$ cat config.mk
export PLATFORM = sky130hd
export DESIGN_NAME = ifft64_out_reorder_flat
export DESIGN_NICKNAME = d
export VERILOG_FILES = /design/src/rtl/ifft64_pkg.sv /design/src/rtl/ifft64_out_reorder_if.sv /design/src/rtl/ifft64_pingpong_ram.sv /design/src/rtl/ifft64_out_reorder.sv /design/src/flat_wrapper.sv
export SDC_FILE = /design/constraint.sdc
export NUM_CORES = 2
export LEC_CHECK = 0
export CAP_MARGIN = 25
export CORE_MARGIN = 4
export CORE_UTILIZATION = 30
export CTS_BUF_LIST = sky130_fd_sc_hd__clkbuf_4
export DETAILED_ROUTE_END_ITERATION = 16
export GPL_ROUTABILITY_DRIVEN = 0
export PLACE_DENSITY = 0.55
export SETUP_SLACK_MARGIN = 0.1
export SLEW_MARGIN = 20
export SYNTH_ARGS = -nofsm -noshare
export SYNTH_HDL_FRONTEND = slang
export SYNTH_HIERARCHICAL = 1
export SYNTH_SLANG_ARGS = --single-unit
$ cat constraint.sdc
create_clock -name CLK -period 10.8 [get_ports CLK]
set_input_delay 2.7 -clock CLK [delete_from_list [all_inputs] [get_ports CLK]]
set_output_delay 2.7 -clock CLK [all_outputs]
set_load 0.05 [all_outputs]
$ cat src/rtl/ifft64_pkg.sv
// Shared constants, bit-reverse helper and read-side state type for the
// 64-point IFFT output reorder buffer.
package ifft64_pkg;

    localparam int DW   = 16;
    localparam int N    = 64;
    localparam int LOGN = 6;
    localparam int CNTW = 10;

    typedef enum logic {
        IDLE   = 1'b0,
        STREAM = 1'b1
    } rd_state_t;

    function automatic logic [LOGN-1:0] rev6(input logic [LOGN-1:0] a);
        logic [LOGN-1:0] r;
        r = '0;
        for (int i = 0; i < LOGN; i++) begin
            r[i] = a[LOGN-1-i];
        end
        return r;
    endfunction

endpackage

$ cat src/rtl/ifft64_out_reorder_if.sv
// FFT dual-lane input bus plus natural-order valid/ready output stream.
// master = environment side (FFT + sink), slave = the reorder block.
interface ifft64_out_reorder_if;

    logic                          start_check;
    logic [ifft64_pkg::DW-1:0]     ifft_out0_re;
    logic [ifft64_pkg::DW-1:0]     ifft_out0_im;
    logic [ifft64_pkg::DW-1:0]     ifft_out1_re;
    logic [ifft64_pkg::DW-1:0]     ifft_out1_im;
    logic                          out_valid;
    logic                          out_ready;
    logic [ifft64_pkg::DW-1:0]     out_re;
    logic [ifft64_pkg::DW-1:0]     out_im;
    logic [ifft64_pkg::LOGN-1:0]   out_index;
    logic                          out_last;

    modport master (
        output start_check, ifft_out0_re, ifft_out0_im, ifft_out1_re, ifft_out1_im,
        output out_ready,
        input  out_valid, out_re, out_im, out_index, out_last
    );

    modport slave (
        input  start_check, ifft_out0_re, ifft_out0_im, ifft_out1_re, ifft_out1_im,
        input  out_ready,
        output out_valid, out_re, out_im, out_index, out_last
    );

endinterface

$ cat src/rtl/ifft64_pingpong_ram.sv
// Two-bank x 64-entry sample store. Split into two 32-entry halves by address
// MSB so the two lanes (which always address opposite halves) each get a port.
module ifft64_pingpong_ram
    import ifft64_pkg::*;
(
    input  logic                clk,
    input  logic                we,
    input  logic                wbank,
    input  logic [LOGN-1:0]     waddr0,
    input  logic [LOGN-1:0]     waddr1,
    input  logic [2*DW-1:0]     wdata0,
    input  logic [2*DW-1:0]     wdata1,
    input  logic                re,
    input  logic                rbank,
    input  logic [LOGN-1:0]     raddr,
    output logic [2*DW-1:0]     rdata
);

    logic [1:0][2*DW-1:0] half_rdata;
    logic                 sel_q;

    for (genvar gi = 0; gi < 2; gi++) begin : g_half
        logic [2*DW-1:0] mem [0:N-1];
        logic [2*DW-1:0] rdata_q;

        always_ff @(posedge clk) begin
            if (we) begin
                if (waddr0[LOGN-1] == 1'(gi)) begin
                    mem[{wbank, waddr0[LOGN-2:0]}] <= wdata0;
                end else if (waddr1[LOGN-1] == 1'(gi)) begin
                    mem[{wbank, waddr1[LOGN-2:0]}] <= wdata1;
                end
            end
            if (re) begin
                rdata_q <= mem[{rbank, raddr[LOGN-2:0]}];
            end
        end

        assign half_rdata[gi] = rdata_q;
    end

    always_ff @(posedge clk) begin
        if (re) begin
            sel_q <= raddr[LOGN-1];
        end
    end

    assign rdata = half_rdata[sel_q];

endmodule

$ cat src/rtl/ifft64_out_reorder.sv
// Captures bit-reversed dual-lane FFT frames into a ping-pong buffer and
// streams them out in natural order over valid/ready, dropping frames on overflow.
module ifft64_out_reorder
    import ifft64_pkg::*;
(
    input  logic                  CLK,
    input  logic                  ARSTN,
    ifft64_out_reorder_if.slave   bus,
    output logic                  overflow,
    output logic [CNTW-1:0]       frame_cnt
);

    // write side state
    logic [LOGN-2:0]  wcnt_q, wcnt_d;
    logic             wbank_q, wbank_d;
    logic             drop_q, drop_d;
    logic [1:0]       full_q, full_d;
    logic             overflow_q, overflow_d;

    // read side state
    rd_state_t        state_q, state_d;
    logic             rbank_q, rbank_d;
    logic [LOGN-1:0]  ridx_q, ridx_d;
    logic [CNTW-1:0]  fcnt_q, fcnt_d;

    logic             frame_start, tgt_busy, drop_now, we, frame_done;
    logic [LOGN-1:0]  waddr0, waddr1;
    logic             hs, at_last, rel_fire, other_full;
    logic             rd_en, rd_bank;
    logic [LOGN-1:0]  rd_addr;
    logic [2*DW-1:0]  rd_data;
    logic             valid;

    always_ff @(posedge CLK or negedge ARSTN) begin
        if (!ARSTN) begin
            wcnt_q     <= '0;
            wbank_q    <= 1'b0;
            drop_q     <= 1'b0;
            full_q     <= 2'b00;
            overflow_q <= 1'b0;
            state_q    <= IDLE;
            rbank_q    <= 1'b0;
            ridx_q     <= '0;
            fcnt_q     <= '0;
        end else begin
            wcnt_q     <= wcnt_d;
            wbank_q    <= wbank_d;
            drop_q     <= drop_d;
            full_q     <= full_d;
            overflow_q <= overflow_d;
            state_q    <= state_d;
            rbank_q    <= rbank_d;
            ridx_q     <= ridx_d;
            fcnt_q     <= fcnt_d;
        end
    end

    assign valid      = (state_q == STREAM);
    assign hs         = valid && bus.out_ready;
    assign at_last    = (ridx_q == LOGN'(N-1));
    assign rel_fire   = hs && at_last;
    assign other_full = full_q[~rbank_q];

    always_comb begin : p_next_state
        state_d = state_q;
        case (state_q)
            IDLE:    if (full_q[rbank_q]) state_d = STREAM;
            STREAM:  if (rel_fire && !other_full) state_d = IDLE;
            default: state_d = IDLE;
        endcase
    end

    // Read address is chosen one cycle ahead so the registered RAM output
    // lines up with ridx_q; without a handshake nothing is re-read, so data holds.
    always_comb begin : p_read_ctrl
        rd_en   = 1'b0;
        rd_bank = rbank_q;
        rd_addr = ridx_q;
        ridx_d  = ridx_q;
        rbank_d = rbank_q;
        fcnt_d  = fcnt_q;
        case (state_q)
            IDLE: begin
                if (full_q[rbank_q]) begin
                    rd_en   = 1'b1;
                    rd_addr = '0;
                    ridx_d  = '0;
                end
            end
            STREAM: begin
                if (rel_fire) begin
                    rbank_d = ~rbank_q;
                    fcnt_d  = fcnt_q + 1'b1;
                    ridx_d  = '0;
                    if (other_full) begin
                        rd_en   = 1'b1;
                        rd_bank = ~rbank_q;
                        rd_addr = '0;
                    end
                end else if (hs) begin
                    rd_en   = 1'b1;
                    rd_addr = ridx_q + 1'b1;
                    ridx_d  = ridx_q + 1'b1;
                end
            end
            default: ;
        endcase
    end

    // A release in this cycle frees the target bank before the new frame checks it.
    always_comb begin : p_write_ctrl
        frame_start = bus.start_check && (wcnt_q == '0);
        tgt_busy    = full_q[wbank_q] && !(rel_fire && (rbank_q == wbank_q));
        drop_now    = frame_start ? tgt_busy : drop_q;
        we          = bus.start_check && !drop_now;
        frame_done  = we && (wcnt_q == '1);
        wcnt_d      = bus.start_check ? wcnt_q + 1'b1 : wcnt_q;
        drop_d      = drop_now;
        overflow_d  = overflow_q | (frame_start && tgt_busy);
        wbank_d     = frame_done ? ~wbank_q : wbank_q;
        full_d      = full_q;
        if (rel_fire) full_d[rbank_q] = 1'b0;
        if (frame_done) full_d[wbank_q] = 1'b1;
    end

    assign waddr0 = rev6({wcnt_q, 1'b0});
    assign waddr1 = rev6({wcnt_q, 1'b1});

    ifft64_pingpong_ram u_ram (
        .clk    (CLK),
        .we     (we),
        .wbank  (wbank_q),
        .waddr0 (waddr0),
        .waddr1 (waddr1),
        .wdata0 ({bus.ifft_out0_re, bus.ifft_out0_im}),
        .wdata1 ({bus.ifft_out1_re, bus.ifft_out1_im}),
        .re     (rd_en),
        .rbank  (rd_bank),
        .raddr  (rd_addr),
        .rdata  (rd_data)
    );

    assign bus.out_valid = valid;
    assign bus.out_index = ridx_q;
    assign bus.out_last  = valid && at_last;
    assign bus.out_re    = valid ? rd_data[2*DW-1:DW] : '0;
    assign bus.out_im    = valid ? rd_data[DW-1:0]    : '0;
    assign overflow      = overflow_q;
    assign frame_cnt     = fcnt_q;

endmodule

$ cat src/flat_wrapper.sv
// flat-port wrapper written by rule: the top's interface ports become plain ports
module ifft64_out_reorder_flat import ifft64_pkg::*;
  (CLK, ARSTN, overflow, frame_cnt, bus_start_check, bus_ifft_out0_re, bus_ifft_out0_im, bus_ifft_out1_re, bus_ifft_out1_im, bus_out_ready, bus_out_valid, bus_out_re, bus_out_im, bus_out_index, bus_out_last);
  ifft64_out_reorder_if bus_i ();
  input  logic CLK;
  input  logic ARSTN;
  output logic overflow;
  output logic [CNTW-1:0] frame_cnt;
  input wire logic [$bits(bus_i.start_check)-1:0] bus_start_check;
  input wire logic [$bits(bus_i.ifft_out0_re)-1:0] bus_ifft_out0_re;
  input wire logic [$bits(bus_i.ifft_out0_im)-1:0] bus_ifft_out0_im;
  input wire logic [$bits(bus_i.ifft_out1_re)-1:0] bus_ifft_out1_re;
  input wire logic [$bits(bus_i.ifft_out1_im)-1:0] bus_ifft_out1_im;
  input wire logic [$bits(bus_i.out_ready)-1:0] bus_out_ready;
  output wire logic [$bits(bus_i.out_valid)-1:0] bus_out_valid;
  output wire logic [$bits(bus_i.out_re)-1:0] bus_out_re;
  output wire logic [$bits(bus_i.out_im)-1:0] bus_out_im;
  output wire logic [$bits(bus_i.out_index)-1:0] bus_out_index;
  output wire logic [$bits(bus_i.out_last)-1:0] bus_out_last;
  assign bus_i.start_check = bus_start_check;
  assign bus_i.ifft_out0_re = bus_ifft_out0_re;
  assign bus_i.ifft_out0_im = bus_ifft_out0_im;
  assign bus_i.ifft_out1_re = bus_ifft_out1_re;
  assign bus_i.ifft_out1_im = bus_ifft_out1_im;
  assign bus_i.out_ready = bus_out_ready;
  assign bus_out_valid = bus_i.out_valid;
  assign bus_out_re = bus_i.out_re;
  assign bus_out_im = bus_i.out_im;
  assign bus_out_index = bus_i.out_index;
  assign bus_out_last = bus_i.out_last;
  ifft64_out_reorder u_core (.CLK(CLK), .ARSTN(ARSTN), .bus(bus_i), .overflow(overflow), .frame_cnt(frame_cnt));
endmodule
==> impl_metrics.env <==
export IMPL_outcome="finished, violations left"
export IMPL_violations="max-slew violations"
export IMPL_slew_limit_headroom_pct=-138
export IMPL_clkLatencyLatePin_ns=1.69
export IMPL_worstPathMaxFanout=23
export IMPL_layout_nets=8464
export IMPL_final_common_cell="edfxtp_1"
export IMPL_cts_hold_repair_buffers=0
export IMPL_rr_endpoint="u_core/u_ram/g_half[1].rdata_q[6]$_DFFE_PP_"
export IMPL_crit_required_ns=8.10
export IMPL_mostFrequentLayoutCells="edfxtp_1, clkbuf_4, mux4_2, buf_4, nand2_1"
export IMPL_fin_util_pct=35.0
export IMPL_die_x_um=740
export IMPL_clock_sinks=4189
export IMPL_fillCellCount=49500
export IMPL_viasPerCell=5.09
export IMPL_synth_area_mm2=0.161
export IMPL_peakVddDrop_v=0.000264
export IMPL_grt_max_degree=119
export IMPL_cp_arrival_ns=4.89
export IMPL_wl_per_cell_um=28.2
export IMPL_grt_setup_unrepaired="false"
export IMPL_worst_slew_pin_slew_ns=3.56
export IMPL_reg2reg_slack_ns=5.02
export IMPL_layout_setup_ws_ns=3.21
export IMPL_swShare_pct=34.2
export IMPL_root_buffer="clkbuf_4"
export IMPL_min_period_ns=7.59
export IMPL_clock_fmax_mhz=132
export IMPL_ys_types=56
export IMPL_place_inst=14400
export IMPL_numCtsBuffers=1151
export IMPL_synth_seq_area_share_pct=78.1
export IMPL_hpwl_um=262000
export IMPL_fp_coreArea_mm2=0.533
export IMPL_die_area_mm2=0.548
export IMPL_start_util_pct=30.2
export IMPL_post_cts_buffers=0
export IMPL_synth_area_per_cell_um2=22.3
export IMPL_grt_pass1_vias=86400
export IMPL_holdCritStartpoint="u_core/frame_cnt[9]$_DFFE_PN0P_"
export IMPL_instances_no_fill=16300
export IMPL_period_share_pct=70.3
export IMPL_cts_resized_gates=0
export IMPL_cp_end_kind="output port"
export IMPL_grt_use_total_pct=16.6
export IMPL_clockBufferDepth=5
export IMPL_finalMaxSlewViolations=49
export IMPL_finalWirelength_um=460000
export IMPL_synthArstFlopShare_pct=0.668
export IMPL_antenna_found_initial=77
export IMPL_reg2reg_depth=13
export IMPL_r2r_start="u_core/bus.out_index[0]$_DFF_PN0_"
export IMPL_yosysWarningCount=6
export IMPL_via_count=82900
export IMPL_cap_violations=0
export IMPL_path_clk_slew_ns=0.07
export IMPL_num_rows=268
export IMPL_setup_tns_ns=0
export IMPL_synth_ff_type="edfxtp_1"
export IMPL_worstSetupStartpointType="register"
export IMPL_h_tree_depth=7
export IMPL_synth_edf_count=4161
export IMPL_power_total_mw=48.6
export IMPL_gr_total_overflow=0
export IMPL_final_layout_size_suffix_gt1_share_pct=35.9
export IMPL_whs_path_depth=1
export IMPL_p_seq_share_pct=39.6
export IMPL_syn2layout_area_growth_pct=16.1
export IMPL_portBuffers=118
export IMPL_p_switching_mw=16.6
export IMPL_pre_cts_ws_ns=2.49
export IMPL_drt_initial_drc_count=9748
export IMPL_synth_seq_cells=4189
export IMPL_grt_first_pass_wirelength_um=644000
export IMPL_internal_power_mw=32.0
export IMPL_hp_class="reg -> reg"
export IMPL_holdPathEnd="u_core/frame_cnt[9]$_DFFE_PN0P_"
export IMPL_cts_tree="built"
export IMPL_setup_viol=0
export IMPL_pwr_share_clk_pct=27.4
export IMPL_power_density_mw_per_mm2=260
export IMPL_p_comb_share_pct=32.9
export IMPL_clock_skew_ns=0.126
export IMPL_synthesis_instances=7219
export IMPL_drc=0
export IMPL_leakage_nw=58.0
export IMPL_die_y_um=740
export IMPL_hold_violations=0
export IMPL_path_class="reg -> out"
export IMPL_antenna_left=0
export IMPL_first_pass_iters=6
export IMPL_io_pin_count=119
==> synth_stat cells (31+ instances only) <==
library cell  number  share of area (%)
mux4_2          1024                 14
clkbuf_1         166               0.39
nand2_1          231               0.54
o221ai_1          38               0.21
o22ai_1           83               0.32
nand3_1          190               0.59
mux2_2            99               0.69
buf_1             31              0.072
nor2_1           183               0.43
or3_1             32               0.12
mux2i_1          137               0.85
buf_4             44               0.21
a22oi_1          129               0.60
and2_1            35               0.14
buf_2            142               0.44
edfxtp_1        4161                 78
o21ai_1           40               0.12
nand4_1           90               0.35
==> state kept, by name, summed over array words and instances, names as in the netlist <==
register and cells:
u_core/bus.out_index 6, u_core/bus.out_valid 1, u_core/drop_q 1, u_core/frame_cnt 10, u_core/full_q 2, u_core/overflow 1, u_core/rbank_q 1, u_core/u_ram/g_half.mem 4096
u_core/u_ram/g_half.rdata_q 64, u_core/u_ram/sel_q 1, u_core/wbank_q 1, u_core/wcnt_q 5
==> power groups by stage <==
| stage | clock network (mW) | logic (mW) | registers (mW) |
|---|---|---|---|
| after global placement | 0 | 16.0 | 19.6 |
| after detailed placement | 0 | 16.1 | 19.6 |
| final | 13.3 | 16.0 | 19.3 |
| after global routing | 14.7 | 16.9 | 19.3 |
| after floorplan | 0 | 10.1 | 19.4 |
| after CTS | 13.7 | 16.2 | 19.3 |
==> final cells by class <==
class / count / area (um2) / share of cell area [%]
clock buffers: 1605 / 12000 / 6.45
repair buffers: 422 / 4420 / 2.37
well taps: 7155 / 8950 / 4.79
multi-input cells: 2599 / 34200 / 18.3
inverters: 28 / 105 / 0.0563
clock inverters: 228 / 1280 / 0.685
diodes: 49 / 123 / 0.0656
flip-flops and latches: 4189 / 126000 / 67.3
==> per-stage QoR <==
stage,hold WS (ns),area [um2]
floorplan,0.550,161000
global placement,0.462,172000
detailed placement,0.494,173000
CTS,0.505,187000
global route,0.511,187000
finish,0.497,187000
==> how the worst max path moves through the flow <==
stage               slack, ns  depth (start not counted)                                      endpoint                    startpoint
global placement         1.77                         12  u_core/u_ram/g_half[1].rdata_q[17]$_DFFE_PP_                 bus_out_ready
CTS                      3.10                          4                                 bus_out_re[2]  u_core/u_ram/sel_q$_DFFE_PP_
finish                   3.21                          4                                 bus_out_re[2]  u_core/u_ram/sel_q$_DFFE_PP_
floorplan                2.56                          3   u_core/u_ram/g_half[0].rdata_q[0]$_DFFE_PP_                 bus_out_ready
detailed placement       2.49                         12   u_core/u_ram/g_half[1].rdata_q[0]$_DFFE_PP_                 bus_out_ready
global route             3.05                          4                                bus_out_re[15]  u_core/u_ram/sel_q$_DFFE_PP_
==> logic make-up (layout without fill, tap and decap cells) <==
family	count (synthesis)	count (layout)	synth area share (%)
fa+ha+maj	5	5	0.0389
simple gates	879	879	2.64
flops	4189	4189	78.1
other cells	2	61	0.00467
xor+xnor	16	16	0.0871
compound gates	427	427	1.88
buf+inv	441	2283	1.38
mux	1260	1260	15.9
==> layer usage <==
metal  GRT usage (%)  part of all wire [%]  up-vias  wire (um)
met4            5.58                   2.3       34      10600
met5               0                 0.046        -        213
met2            26.4                    48     4124     222000
met3            4.82                   9.3      601      42700
met1            21.8                    40    44500     184000
li1                -                     -    33600          -
==> worst max-delay path, cell delays in order, from the launching register on <==
cell and delay, ns:
edfxtp_1 1.06, buf_4 0.58, mux2_2 0.58, and2_1 0.20, clkdlybuf4s50_1 0.80
No activity file was read; power rests on OpenSTA's default activity.
